[config.mk]
export PLATFORM = sky130hd
export DESIGN_NAME = fetch_unit_flat
export DESIGN_NICKNAME = d
export VERILOG_FILES = /design/src/rtl/fetch_unit_if.sv /design/src/rtl/fetch_unit.sv /design/src/flat_wrapper.sv
export SDC_FILE = /design/constraint.sdc
export NUM_CORES = 1
export LEC_CHECK = 0
export CAP_MARGIN = 20
export CORE_AREA = 4 4 130 157
export DETAILED_ROUTE_END_ITERATION = 10
export DIE_AREA = 0 0 134 161
export DONT_BUFFER_PORTS = 1
export PLACE_DENSITY_LB_ADDON = 0.05
export SLEW_MARGIN = 10
export SYNTH_ARGS = -nofsm -noshare
export SYNTH_HDL_FRONTEND = slang
export SYNTH_SLANG_ARGS = --single-unit
[constraint.sdc]
create_clock -name clk -period 1.92 [get_ports clk]
set_input_delay 0.384 -clock clk [delete_from_list [all_inputs] [get_ports clk]]
set_output_delay 0.384 -clock clk [all_outputs]
set_load 0.1 [all_outputs]
[src/rtl/fetch_unit_if.sv]
// Instruction memory read port: request side (memread/address) and the
// registered read data returned one cycle after a sampled memread.
interface fetch_unit_if;
  logic        memread;
  logic [31:0] address;
  logic [31:0] readdata;

  modport master (output memread, output address, input readdata);
  modport slave  (input memread, input address, output readdata);
endinterface

[src/rtl/fetch_unit.sv]
// Instruction-fetch requester: owns the PC, issues one word read per cycle,
// captures returned words into the IF/ID register, and handles stall,
// redirect and out-of-range/misaligned fetch faults.
//
// state   | meaning
// S_BOOT  | one bubble cycle after reset, no read issued
// S_RUN   | normal fetching, one request per non-stalled cycle
// S_FAULT | bad PC reached; fetching stopped until reset
module fetch_unit #(
  parameter logic [31:0] RESET_PC = 32'h0000_0000,
  parameter int          DEPTH    = 256,
  parameter int          CNT_W    = 16
) (
  input  logic               clk,
  input  logic               reset,
  input  logic               stall,
  input  logic               redirect,
  input  logic [31:0]        redirect_target,
  fetch_unit_if.master       imem,
  output logic [31:0]        if_id_instr,
  output logic [31:0]        if_id_pc,
  output logic [31:0]        if_id_pc_plus4,
  output logic               if_id_valid,
  output logic               fetch_fault,
  output logic [CNT_W-1:0]   fetch_count
);

  typedef enum logic [1:0] {S_BOOT, S_RUN, S_FAULT} state_t;

  localparam logic [31:0] LAST_ADDR = 32'(4 * DEPTH - 4);

  state_t      state, state_nxt;
  logic [31:0] pc;
  logic [31:0] req_pc;
  logic        req_valid;
  logic        pc_ok;
  logic        issue;

  assign pc_ok        = (pc[1:0] == 2'b00) && (pc <= LAST_ADDR);
  assign issue        = (state == S_RUN) && !stall && !redirect && pc_ok;
  assign imem.address = pc;

  // State register.
  always_ff @(posedge clk) begin
    if (reset) state <= S_BOOT;
    else       state <= state_nxt;
  end

  // Next-state and read-enable decode.
  always_comb begin
    state_nxt    = state;
    imem.memread = 1'b0;
    case (state)
      S_BOOT:  state_nxt = S_RUN;
      S_RUN: begin
        imem.memread = issue;
        if (!redirect && !stall && !pc_ok) state_nxt = S_FAULT;
      end
      S_FAULT: state_nxt = S_FAULT;
      default: state_nxt = S_BOOT;
    endcase
  end

  // PC, in-flight request tracking and IF/ID register updates.
  always_ff @(posedge clk) begin
    if (reset) begin
      pc             <= RESET_PC;
      req_valid      <= 1'b0;
      req_pc         <= 32'h0;
      if_id_instr    <= 32'h0;
      if_id_pc       <= 32'h0;
      if_id_pc_plus4 <= 32'h4;
      if_id_valid    <= 1'b0;
      fetch_fault    <= 1'b0;
      fetch_count    <= '0;
    end else begin
      case (state)
        S_BOOT: begin
          if (redirect) pc <= redirect_target;
        end
        S_RUN: begin
          if (redirect) begin
            // Drop whatever is in flight; IF/ID payload is left as-is.
            pc          <= redirect_target;
            req_valid   <= 1'b0;
            if_id_valid <= 1'b0;
          end else if (!stall) begin
            if (req_valid) begin
              if_id_instr    <= imem.readdata;
              if_id_pc       <= req_pc;
              if_id_pc_plus4 <= req_pc + 32'd4;
              if_id_valid    <= 1'b1;
              fetch_count    <= fetch_count + 1'b1;
            end else begin
              if_id_valid <= 1'b0;
            end
            if (pc_ok) begin
              req_pc    <= pc;
              pc        <= pc + 32'd4;
              req_valid <= 1'b1;
            end else begin
              req_valid   <= 1'b0;
              fetch_fault <= 1'b1;
            end
          end
        end
        S_FAULT: begin
          if (!stall) if_id_valid <= 1'b0;
        end
        default: ;
      endcase
    end
  end

endmodule

[src/flat_wrapper.sv]
// flat-port wrapper written by rule: the top's interface ports become plain ports
module fetch_unit_flat 
#(
  parameter logic [31:0] RESET_PC = 32'h0000_0000,
  parameter int          DEPTH    = 256,
  parameter int          CNT_W    = 16
)
  (clk, reset, stall, redirect, redirect_target, if_id_instr, if_id_pc, if_id_pc_plus4, if_id_valid, fetch_fault, fetch_count, imem_memread, imem_address, imem_readdata);
  fetch_unit_if imem_i ();
  input  logic clk;
  input  logic reset;
  input  logic stall;
  input  logic redirect;
  input  logic [31:0] redirect_target;
  output logic [31:0] if_id_instr;
  output logic [31:0] if_id_pc;
  output logic [31:0] if_id_pc_plus4;
  output logic if_id_valid;
  output logic fetch_fault;
  output logic [CNT_W-1:0] fetch_count;
  output wire logic [$bits(imem_i.memread)-1:0] imem_memread;
  output wire logic [$bits(imem_i.address)-1:0] imem_address;
  input wire logic [$bits(imem_i.readdata)-1:0] imem_readdata;
  assign imem_memread = imem_i.memread;
  assign imem_address = imem_i.address;
  assign imem_i.readdata = imem_readdata;
  fetch_unit #(.RESET_PC(RESET_PC), .DEPTH(DEPTH), .CNT_W(CNT_W)) u_core (.clk(clk), .reset(reset), .stall(stall), .redirect(redirect), .redirect_target(redirect_target), .imem(imem_i), .if_id_instr(if_id_instr), .if_id_pc(if_id_pc), .if_id_pc_plus4(if_id_pc_plus4), .if_id_valid(if_id_valid), .fetch_fault(fetch_fault), .fetch_count(fetch_count));
endmodule
==> impl_metrics.json <==
{
  "status": "finished, violations left",
  "violations": "setup timing",
  "p_leak_nw": 3.97,
  "insertedDiodeCount": 0,
  "hpwl_um": 16100,
  "hold_ws_ns": 0.0723,
  "avgViaCountPerCell": 5.15,
  "tritoncts": "done",
  "cellInternalPower_w": 0.00736,
  "rows": 55,
  "r2r.worst_path.cells": 9,
  "die_h_um": 161,
  "drv_slew": 0,
  "ys_ff_latch": 179,
  "grt_setup_unrepaired": "yes",
  "final_nets": 1156,
  "finalCritPeriodShare_pct": 128,
  "hold_class": "input pin to flip-flop",
  "seq_area_um2": 3700,
  "slew_headroom_pct": 62.0,
  "gp_congestion": 0.935,
  "drv_cap": 0,
  "clock.fmax_ghz": 0.406,
  "grt_most_used_layer": "met2",
  "drt_iter0_markers": 270,
  "ir_drop_mv": 0.618,
  "fp.dieW_um": 134,
  "multi_input_area_um2": 3900,
  "use_met1_pct": 21.3,
  "required_ns": 1.54,
  "worstSetupPathType": "flip-flop to output port",
  "critPathLaunchType": "flip-flop",
  "drt_pass1_iterations": 5,
  "ant_nets": 0,
  "insertion_delay_ns": 0.43,
  "syn_inst": 893,
  "ys.flop_type": "dfxtp_1",
  "ys_types": 50,
  "layout-drive-gt1-share_pct": 33.2,
  "critical_path.max_fanout": 2,
  "cts_buffers": 17,
  "syn-cell-area_um2": 7400,
  "htreeDepth": 4,
  "layout_commonest_cell": "buf_4",
  "cts-root-buf": "clkbuf_16",
  "fin_skew_ns": 0.0137,
  "yosys_warnings": 0,
  "wl_per_cell_um": 16.3,
  "hold_viol": 0,
  "grt_max_degree": 154,
  "path_clk_slew_ns": 0.07,
  "drc_errors": 0,
  "crit_arrival_ns": 2.08,
  "pre_cts_slack_ns": -0.207,
  "io_pins": 215,
  "met3_usage_pct": 6.36,
  "tightest_slew_ns": 0.569,
  "comb_power_share_pct": 28.7,
  "mostFrequentLayoutCells": "197 x buf_4, 181 x nand2_1, 132 x dfxtp_1, 86 x a21oi_1, 73 x nor2_1",
  "switching_power_w": 0.00378,
  "synth_area_per_cell_um2": 8.29,
  "clkPwrFrac_pct": 34.5,
  "synth_fp_nets": 967,
  "initial_core_util_pct": 39.4,
  "area_growth_pct": 41.4,
  "grt_overflow_total": 0,
  "coreArea_um2": 18800,
  "grt_use_met2_pct": 34.6,
  "track_usage_pct": 19.4,
  "async_flop_share_pct": 0,
  "wl_um": 22000,
  "setup_violations": 51,
  "dieArea_um2": 21600,
  "setup_slack_ns": -0.542,
  "place_area_um2": 9360,
  "synth_edf_count": 0,
  "power.density_nw_per_um2": 1060,
  "clk_path_buf_depth": 2,
  "worstSetupEndpointType": "output port",
  "cts.sinks": 179,
  "grt_pass1_wl_um": 34400,
  "power_frac_seq_pct": 36.8,
  "n_fill_cell": 1735,
  "swShare_pct": 33.9,
  "fin_crit_ns": 2.46,
  "final_core_util_pct": 55.7,
  "synth_seq_area_share_pct": 48.4,
  "post-route-cell-area_um2": 10500,
  "num_vias": 6954,
  "grt_antenna_before_repair": 0,
  "io_buffer_count": 0,
  "holdPathStages": 1,
  "grt_pass1_vias": 6761
}
-- registers in the layout (all words and copies together), names as in the netlist, 2 cells and up --
| name | count |
|---|---|
| u_core.if_id_pc | 32 |
| u_core.state | 2 |
| u_core.if_id_pc_plus4 | 30 |
| u_core.fetch_count | 16 |
| u_core.if_id_instr | 32 |
| u_core.req_pc | 32 |
| u_core.imem.address | 32 |
-- synthesized netlist by cell type (all sizes together) (15+ instances only) --
cell type  number  share of area (%)
a211oi         24                2.4
nand3          26                1.8
nand2b         18                1.5
mux2i          16                2.2
xor2           15                1.8
o21ai          22                1.5
a21oi          91                6.2
clkbuf         46                2.3
nor2           75                3.8
nand2         182                9.2
nor4           19                1.8
nor3           17                1.1
nand4          23                1.9
and2           26                2.2
dfxtp         179                 48
-- power groups by stage --
stage,combinational (W),sequential (W),clock [W]
after global routing,0.00337,0.00412,0.00410
after detailed placement,0.00280,0.00413,0
after CTS,0.00298,0.00409,0.00395
final,0.00320,0.00410,0.00384
after floorplan,0.000897,0.00527,0
after global placement,0.00277,0.00412,0
-- layout make-up --
type | instances | area share (%)
multi-input cells | 648 | 37.2
inverters | 13 | 0.466
well taps | 256 | 3.06
flip-flops and latches | 179 | 35.3
clock buffers | 18 | 4.10
repair buffers | 223 | 17.7
clock inverters | 14 | 2.10
-- kinds of logic after synthesis --
group | Yosys count | synth area share (%)
buffers and inverters | 69 | 3.72
multiplexers | 16 | 2.16
XOR/XNOR | 29 | 3.43
adder cells (fa/ha/maj) | 6 | 1.01
AO/OA/AOI/OAI | 173 | 14.4
AND/OR/NAND/NOR | 421 | 26.9
flip-flops | 179 | 48.4
-- metrics by stage --
step                total power [W]  setup TNS [ns]  std cells
finish                       0.0111           -5.52       1351
global route                 0.0116          -11.79       1351
CTS                          0.0110           -4.25       1339
detailed placement          0.00693           -6.20       1301
global placement            0.00689           -9.40       1300
floorplan                   0.00616          -0.979        893
-- critical path, cell delays in order (launching register included) --
cell and delay (ns):
dfxtp_4 0.34, nor4_1 0.32, nand4_1 0.18, buf_6 0.16
nor4_4 0.28, buf_4 0.20, buf_16 0.17
-- worst paths after layout --
check	from	slack, ns	to
hold reg to reg	u_core.if_id_instr[2]	0.46	u_core.if_id_instr[2]
setup reg to reg	u_core.imem.address[20]	-0.32	u_core.imem.address[5]
setup / recovery	u_core.imem.address[20]	-0.54	imem_memread
hold / removal	reset	0.07	u_core.imem.address[22]
-- timing repair --
action	in CTS	in global routing
resized for setup	29	57
hold buffers	0	3
gates cloned	0	3
setup endpoints to repair	55	115
setup buffers	7	9
hold endpoints to repair	0	2
pin swaps	15	35
-- metal layers --
metal | vias up | wire length (um)
met5 | - | 0
met4 | 0 | 476
met3 | 30 | 1520
met2 | 202 | 11300
met1 | 3248 | 8680
li1 | 3474 | -
Power figures use the tool's default switching activity.
